`config.mk`:
```
export PLATFORM = sky130hd
export DESIGN_NAME = regfile_mp_flat
export DESIGN_NICKNAME = d
export VERILOG_FILES = /design/src/rtl/regfile_pkg.sv /design/src/rtl/regfile_if.sv /design/src/rtl/regfile_clear_seq.sv /design/src/rtl/regfile_mp.sv /design/src/flat_wrapper.sv
export SDC_FILE = /design/constraint.sdc
export NUM_CORES = 2
export LEC_CHECK = 0
export BUFFER_PORTS_ARGS = -buffer_cell sky130_fd_sc_hd__clkbuf_2
export CORE_MARGIN = 4
export CORE_UTILIZATION = 38
export CTS_BUF_LIST = sky130_fd_sc_hd__clkbuf_4 sky130_fd_sc_hd__clkbuf_8
export DETAILED_ROUTE_END_ITERATION = 8
export SYNTH_ARGS = -nofsm -noshare
export SYNTH_HDL_FRONTEND = slang
export SYNTH_HIERARCHICAL = 1
export SYNTH_SLANG_ARGS = --single-unit
```
`constraint.sdc`:
```
create_clock -name clk -period 6 [get_ports clk]
set_clock_uncertainty 0.2 [all_clocks]
set_input_delay 0.6 -clock clk [delete_from_list [all_inputs] [get_ports clk]]
set_output_delay 0.6 -clock clk [all_outputs]
set_load 0.05 [all_outputs]
```
`src/rtl/regfile_pkg.sv`:
```
// Shared types and defaults for the multi-port register file.
// Holds the clear-engine state type, width defaults and the lane slicer.
package regfile_pkg;

  typedef enum logic {
    RF_CLEAR = 1'b0,
    RF_RUN   = 1'b1
  } rf_state_e;

  localparam int RF_DATA_W = 32;
  localparam int RF_ADDR_W = 5;

  // Base bit of lane idx on a packed bus of w-bit lanes.
  function automatic int lane(int idx, int w);
    return idx * w;
  endfunction

endpackage

```
`src/rtl/regfile_if.sv`:
```
// Bus bundle for regfile_mp: clear request, ready, two write ports,
// packed read addresses/data and the write-collision pulse.
interface regfile_if
  import regfile_pkg::*;
#(
  parameter int DATA_W = RF_DATA_W,
  parameter int ADDR_W = RF_ADDR_W,
  parameter int NUM_RD = 2
);

  logic                     clr;
  logic                     ready;
  logic                     we0;
  logic [ADDR_W-1:0]        wa0;
  logic [DATA_W-1:0]        wd0;
  logic                     we1;
  logic [ADDR_W-1:0]        wa1;
  logic [DATA_W-1:0]        wd1;
  logic [NUM_RD*ADDR_W-1:0] ra;
  logic [NUM_RD*DATA_W-1:0] rd;
  logic                     wr_collide;

  modport master (
    output clr, we0, wa0, wd0,
    output we1, wa1, wd1, ra,
    input  ready, rd, wr_collide
  );

  modport slave (
    input  clr, we0, wa0, wd0,
    input  we1, wa1, wd1, ra,
    output ready, rd, wr_collide
  );

endinterface

```
`src/rtl/regfile_clear_seq.sv`:
```
// Clear engine: sweeps zeros through the array after rst/clr.
// Ports: clk, rst, clr_i in; clr_we_o, clr_addr_o, ready_o out.
module regfile_clear_seq
  import regfile_pkg::*;
#(
  parameter int ADDR_W = RF_ADDR_W
) (
  input  logic              clk,
  input  logic              rst,
  input  logic              clr_i,
  output logic              clr_we_o,
  output logic [ADDR_W-1:0] clr_addr_o,
  output logic              ready_o
);

  rf_state_e         state_q;
  logic [ADDR_W-1:0] ptr_q;
  logic              ready_q;

  always_ff @(posedge clk) begin
    if (rst || clr_i) begin
      state_q <= RF_CLEAR;
      ptr_q   <= '0;
      ready_q <= 1'b0;
    end else begin
      case (state_q)
        RF_CLEAR: begin
          ptr_q <= ptr_q + ADDR_W'(1);
          // last entry written this edge
          if (ptr_q == '1) begin
            state_q <= RF_RUN;
            ready_q <= 1'b1;
          end
        end
        default: begin
          state_q <= RF_RUN;
          ready_q <= 1'b1;
        end
      endcase
    end
  end

  assign clr_we_o   = (state_q == RF_CLEAR);
  assign clr_addr_o = ptr_q;
  assign ready_o    = ready_q;

endmodule

```
`src/rtl/regfile_mp.sv`:
```
// Multi-port register file: NUM_RD async reads, two writes (port 1
// wins), r0 hardwired zero, sweep clear. Ports: clk, rst, bus (slave).
// Optional same-cycle write bypass: define REGFILE_BYPASS_EN.
module regfile_mp
  import regfile_pkg::*;
#(
  parameter int DATA_W = RF_DATA_W,
  parameter int ADDR_W = RF_ADDR_W,
  parameter int NUM_RD = 2
) (
  input logic      clk,
  input logic      rst,
  regfile_if.slave bus
);

  localparam int DEPTH = 2 ** ADDR_W;

  logic              clr_we;
  logic [ADDR_W-1:0] clr_addr;
  logic              ready;
  logic [DATA_W-1:0] mem_q [DEPTH];
  logic              w0_en;
  logic              w1_en;
  logic              coll_d;
  logic              coll_q;

  regfile_clear_seq #(
    .ADDR_W (ADDR_W)
  ) u_clear (
    .clk        (clk),
    .rst        (rst),
    .clr_i      (bus.clr),
    .clr_we_o   (clr_we),
    .clr_addr_o (clr_addr),
    .ready_o    (ready)
  );

  // rst and clr both drop any write in the same cycle
  assign w0_en = ready && !rst && !bus.clr
              && bus.we0 && (bus.wa0 != '0);
  assign w1_en = ready && !rst && !bus.clr
              && bus.we1 && (bus.wa1 != '0);
  assign coll_d = w0_en && w1_en
               && (bus.wa0 == bus.wa1);

  always_ff @(posedge clk) begin
    if (clr_we) begin
      mem_q[clr_addr] <= '0;
    end else begin
      if (w0_en && !coll_d)
        mem_q[bus.wa0] <= bus.wd0;
      if (w1_en)
        mem_q[bus.wa1] <= bus.wd1;
    end
  end

  always_ff @(posedge clk) begin
    if (rst) coll_q <= 1'b0;
    else     coll_q <= coll_d;
  end

  for (genvar i = 0; i < NUM_RD; i++) begin : g_rd
    logic [ADDR_W-1:0] ra_l;
    logic [DATA_W-1:0] rd_l;

    assign ra_l = bus.ra[lane(i, ADDR_W) +: ADDR_W];

    always_comb begin
      rd_l = mem_q[ra_l];
`ifdef REGFILE_BYPASS_EN
      if (w1_en && bus.wa1 == ra_l)
        rd_l = bus.wd1;
      else if (w0_en && bus.wa0 == ra_l)
        rd_l = bus.wd0;
`endif
      // array is untrusted until the sweep ends
      if (!ready || ra_l == '0)
        rd_l = '0;
    end

    assign bus.rd[lane(i, DATA_W) +: DATA_W] = rd_l;
  end

  assign bus.ready      = ready;
  assign bus.wr_collide = coll_q;

endmodule

```
`src/flat_wrapper.sv`:
```
// flat-port wrapper written by rule: the top's interface ports become plain ports
module regfile_mp_flat import regfile_pkg::*;
#(
  parameter int DATA_W = RF_DATA_W,
  parameter int ADDR_W = RF_ADDR_W,
  parameter int NUM_RD = 2
)
  (clk, rst, bus_clr, bus_we0, bus_wa0, bus_wd0, bus_we1, bus_wa1, bus_wd1, bus_ra, bus_ready, bus_rd, bus_wr_collide);
  regfile_if #(.DATA_W(DATA_W), .ADDR_W(ADDR_W), .NUM_RD(NUM_RD)) bus_i ();
  input logic clk;
  input logic rst;
  input wire logic [$bits(bus_i.clr)-1:0] bus_clr;
  input wire logic [$bits(bus_i.we0)-1:0] bus_we0;
  input wire logic [$bits(bus_i.wa0)-1:0] bus_wa0;
  input wire logic [$bits(bus_i.wd0)-1:0] bus_wd0;
  input wire logic [$bits(bus_i.we1)-1:0] bus_we1;
  input wire logic [$bits(bus_i.wa1)-1:0] bus_wa1;
  input wire logic [$bits(bus_i.wd1)-1:0] bus_wd1;
  input wire logic [$bits(bus_i.ra)-1:0] bus_ra;
  output wire logic [$bits(bus_i.ready)-1:0] bus_ready;
  output wire logic [$bits(bus_i.rd)-1:0] bus_rd;
  output wire logic [$bits(bus_i.wr_collide)-1:0] bus_wr_collide;
  assign bus_i.clr = bus_clr;
  assign bus_i.we0 = bus_we0;
  assign bus_i.wa0 = bus_wa0;
  assign bus_i.wd0 = bus_wd0;
  assign bus_i.we1 = bus_we1;
  assign bus_i.wa1 = bus_wa1;
  assign bus_i.wd1 = bus_wd1;
  assign bus_i.ra = bus_ra;
  assign bus_ready = bus_i.ready;
  assign bus_rd = bus_i.rd;
  assign bus_wr_collide = bus_i.wr_collide;
  regfile_mp #(.DATA_W(DATA_W), .ADDR_W(ADDR_W), .NUM_RD(NUM_RD)) u_core (.clk(clk), .rst(rst), .bus(bus_i));
endmodule
```
Yosys cells after proc, flatten, opt, wreduce, memory -nomap -nowiden:

Memories as Yosys holds them, arrays and structs flattened.
Index checks and enable logic that the tools add are counted.

* flip-flop bits (word level): 8
* input port bits: 89
* memories kept: 1
* RAM bits: 1024
* word-level logic and storage cells: 46
* output and inout port bits: 66

* $add $sub $neg: 1
* eq/ne operators: 2
* reductions and logical operators: 22
* muxes and demuxes: 16

Memories
* u_core.mem_q: depth 32, width 32, read ports 2, clocked after Yosys merged registers in 0, wr ports 2, RTL line regfile_mp.sv:21 `logic [DATA_W-1:0] mem_q [DEPTH];`

Operators with widths (number)
* $mux W32: 3
* $reduce_or A32 Y1: 1
* $mux W1: 12
* $logic_not A5 Y1: 2
* $reduce_bool A5 Y1: 2
* $logic_and A1 B1 Y1: 9
* $add A5 B1 Y5 const B: 1
* $eq A5 B5 Y1: 1
* $eq A5 B5 Y1 const B: 1
* $mux W5: 1
* $logic_not A1 Y1: 4
* $logic_or A1 B1 Y1: 3
* $reduce_bool A2 Y1: 1

Longest topological paths before layout:

* word-level depth: 14
* gate-level depth with buffers: 11

Hierarchy:

The synthesis kept the hierarchy.

Modules (own cells, without submodules)
* regfile_mp: cells each 4748, area each 59558.4 µm², instances 1
* regfile_clear_seq: cells each 30, area each 310.3 µm², instances 1

Least setup slack after synthesis:

No wires, ideal clock.

* path type: input to register
* start point: input port bus_wa1[4]
* end point: memory u_core/mem_q[28][0] (netlist bit), enable pin
* buffers on the path: 2
* path slack: 1710 ps
* arrival time: 3657 ps
* cell stages on the path: 7
* required time: 5367 ps
* path through: buf_6 -> or3_1 -> o211ai_2 -> o21a_4 -> buf_6 -> mux2_2 -> o22ai_1

RTL lines
* start: declaration: RTL line flat_wrapper.sv:17 `input wire logic [$bits(bus_i.wa1)-1:0] bus_wa1;`
* end: declaration: RTL line regfile_mp.sv:21

Worst setup path after layout:

* start point: register u_core.u_clear.ready_q (netlist: u_core/u_clear/ready_o)
* end point: output port bus_rd[32]

* word-level cells in the longest chain between the ends: 3

RTL lines
* start: declaration: RTL line regfile_clear_seq.sv:18 `logic ready_q;`
* start signal: assignment: RTL line regfile_clear_seq.sv:24 `ready_q <= 1'b0;`
* start signal: assignment: RTL line regfile_clear_seq.sv:32 `ready_q <= 1'b1;`
* start signal: assignment: RTL line regfile_clear_seq.sv:37 `ready_q <= 1'b1;`
* $logic_not A1 Y1: RTL line regfile_mp.sv:77 `if (!ready || ra_l == '0)`
* $logic_or A1 B1 Y1: RTL line regfile_mp.sv:77
* $mux W32: RTL line regfile_mp.sv:77
* end: declaration: RTL line flat_wrapper.sv:21 `output wire logic [$bits(bus_i.rd)-1:0] bus_rd;`

No other way between the ends.

==> reports/qor.yml <==
grt_overflow_total: 0
setup_cp_type: "flip-flop to output pin"
route.antenna.remaining_nets: 0
report.final.slew_viol_count: 0
power_leakage_nw: 21.9
max_freq_mhz: 196
seq_area_frac_synth_pct: 51.6
hold_viol: 0
hold_end: "u_core/mem_q[0][16]$_DFFE_PP_"
synth_top_area_share_pct: 51.4
timing.max_slew.rel_slack_pct: 7.02
detail_route.wl_per_cell_um: 30.2
r2r-end: "u_core/mem_q[23][4]$_DFFE_PP_"
synth_area_leader: "sky130_fd_sc_hd__edfxtp_1"
critical_path.reg2reg.startpoint: "u_core/u_clear/ready_o$_SDFFE_PP0P_"
synth_cells: 4778
fillers: 14300
global_route.usage.total_pct: 25.0
fin_nets: 4782
post_route_cells_drive_above_1_share_pct: 25.9
ys_async_sr_fraction_pct: 0
grt_max_degree: 106
start_util_pct: 38.3
synth_common_cells: "sky130_fd_sc_hd__edfxtp_1, sky130_fd_sc_hd__nand2_1, sky130_fd_sc_hd__o21ai_0, sky130_fd_sc_hd__mux4_2, sky130_fd_sc_hd__mux2i_1"
synth-edff-count: 1024
post_drt_via_cell_ratio: 6.17
synthesis.nets: 4869
post_synth_instance_area_um2: 59900
dr.pass1.iters: 6
leading_cell_type_by_number_of_instances_after_synthesis: "sky130_fd_sc_hd__edfxtp_1"
route.final.wire_length_um: 208000
final.period_utilization_pct: 84.9
clock_sinks: 1032
io_pins: 155
numPortBuffers: 154
rsz0062_at_grt: "false"
yosys_register_bits: 1032
worst_setup_ep_type: "output pin"
cp_max_fo: 17
drt_drc_violations_left: 0
place.gp.congestion: 0.833
cts.root.buffer_cell: "sky130_fd_sc_hd__clkbuf_8"
timing.max_cap.violations: 0
cellPowerDensity_nw_per_um2: 235
synth_area_per_cell_um2: 12.5
irDropWorstVdd_v: 0.000195
cts.clk_slew.worst_paths_ns: 0.06
fin_setup_tns_ns: 0
status: "complete, no violations"
fp.dieArea_um2: 164000
grt_antenna_before_repair: 9
min_period_ns: 5.09
insertion_delay_ns: 0.88
reg2regPathDepth: 6
cts_setup_buffers: 0
floorplan_core_area_um2: 156000
cts-root-to-sink-buffers: 3
dieWidth_um: 405
die_h_um: 405
hold_start: "bus_wd0[16]"
synth.area.top_cells: "sky130_fd_sc_hd__edfxtp_1, sky130_fd_sc_hd__mux4_2, sky130_fd_sc_hd__o21ai_0"
rrSetupSlack_ns: 1.41
dp_hpwl_um: 122000
report.final.setup_viol: 0
hold_path_depth: 3
globalRouteMet2Util_pct: 38.6
timing.critical_path.arrival_ns: 4.29
gr-usage-met1_pct: 34.1
fin_hold_ws_ns: 0.0776
grt_pass1_wl_um: 295000
grt_busiest_layer: "met2"
vias: 42600
synthesis.yosys.warnings: 6
rows: 145
required_ns: 5.20
cts_buffers: 181
cts_tree: "yes"
ctsHtreeMaxLevel: 4
worstSetupStartpointType: "flip-flop"
use_met3_pct: 6.19
tightestPinTransition_ns: 1.39
drt_iter0_drc: 6007
worst_hold_path_type: "primary input to flip-flop"
synth.lib_cells_used.distinct: 56
area_delta_synth_final_pct: 9.43
first_global_vias: 40700
ys_dominant_reg_cell: "sky130_fd_sc_hd__edfxtp_1"
metrics by stage:
| stage | cells | area, um2 | worst slack [ns] | total power, W | utilization, % |
|---|---|---|---|---|---|
| floorplan | 4778 | 59900 | 1.71 | 0.00867 | - |
| CTS | 6889 | 65500 | 1.03 | 0.0155 | 41.9 |
| global placement | 6538 | 61700 | 1.35 | 0.00896 | 39.4 |
| global route | 6892 | 65500 | 0.944 | 0.0158 | 41.9 |
| detailed placement | 6538 | 61700 | 1.31 | 0.00897 | 39.4 |
| finish | 6896 | 65500 | 0.908 | 0.0154 | 41.9 |
flip-flops by register name, summed over array words and instances, names as in the netlist:
signal,flops
u_core/u_clear/state_q,1
u_core/mem_q,1024
u_core/bus.wr_collide,1
u_core/u_clear/ready_o,1
u_core/u_clear/clr_addr_o,5
logic make-up after synthesis:
family / count (synthesis) / synth area share (%)
AO/OA/AOI/OAI: 1163 / 10.1
buffers and inverters: 607 / 5.56
AND/OR/NAND/NOR: 1189 / 8.82
multiplexers: 777 / 23.7
flip-flops: 1032 / 51.6
XOR/XNOR: 8 / 0.117
adder cells (fa/ha/maj): 2 / 0.0418
worst max-delay path, stage by stage (launching register included):
cell	delay [ns]
sky130_fd_sc_hd__dfxtp_1	0.89
sky130_fd_sc_hd__or4b_2	1.08
sky130_fd_sc_hd__buf_4	0.45
sky130_fd_sc_hd__o22ai_1	0.41
sky130_fd_sc_hd__or2_2	0.23
sky130_fd_sc_hd__clkbuf_2	0.29
what timing repair did:
item,4_1_cts,5_1_grt
gates resized for setup,0,0
hold buffers,28,0
hold endpoints to repair,34,0
cells in the final DEF, fill, tap and decap left out, types with 107 or more instances in the layout:
cell type / Yosys / layout
sky130_fd_sc_hd__nand2_1: 998 / 998
sky130_fd_sc_hd__mux2i_1: 263 / 263
sky130_fd_sc_hd__o22ai_1: 156 / 128
sky130_fd_sc_hd__buf_4: 29 / 107
sky130_fd_sc_hd__o21ai_1: 132 / 132
sky130_fd_sc_hd__clkbuf_8: 0 / 183
sky130_fd_sc_hd__clkbuf_2: 5 / 146
sky130_fd_sc_hd__edfxtp_1: 1024 / 1024
sky130_fd_sc_hd__mux4_2: 512 / 512
sky130_fd_sc_hd__o21ai_0: 861 / 861
power breakdown:
part	switching [W]	total (W)	internal [W]	leakage (nW)
clock	0.00310	0.00658	0.00348	1.86
sequential	0.0000160	0.00786	0.00785	9.66
combinational	0.000589	0.000975	0.000387	10.4
how the worst max path moves through the flow:
stage / from / to / slack, ns
6_report: u_core/u_clear/ready_o$_SDFFE_PP0P_ / bus_rd[32] / 0.91
5_1_grt: u_core/u_clear/ready_o$_SDFFE_PP0P_ / bus_rd[32] / 0.94
4_1_cts: u_core/u_clear/ready_o$_SDFFE_PP0P_ / bus_rd[26] / 1.03
3_5_place_dp: bus_wa1[0] / u_core/mem_q[23][3]$_DFFE_PP_ / 1.31
3_3_place_gp: bus_wa1[0] / u_core/mem_q[20][7]$_DFFE_PP_ / 1.35
2_1_floorplan: bus_wa1[4] / u_core/mem_q[28][0]$_DFFE_PP_ / 1.71
area by class of cell:
cell class | instances | area, um2 | share of cell area [%]
multi-input cells | 3139 | 26200 | 39.9
clock inverters | 72 | 507 | 0.773
flip-flops and latches | 1032 | 30900 | 47.2
well taps | 2058 | 2570 | 3.93
diodes | 7 | 17.5 | 0.0267
inverters | 35 | 131 | 0.201
clock buffers | 251 | 3030 | 4.62
repair buffers | 302 | 2180 | 3.33
layer usage:
layer	routed length, um	vias up	share of wire (%)
li1	-	18000	-
met4	8450	4	4.1
met2	94400	2744	45
met3	25800	456	12
met5	23	-	0.011
met1	79600	21400	38
Power figures use the tool's default switching activity.
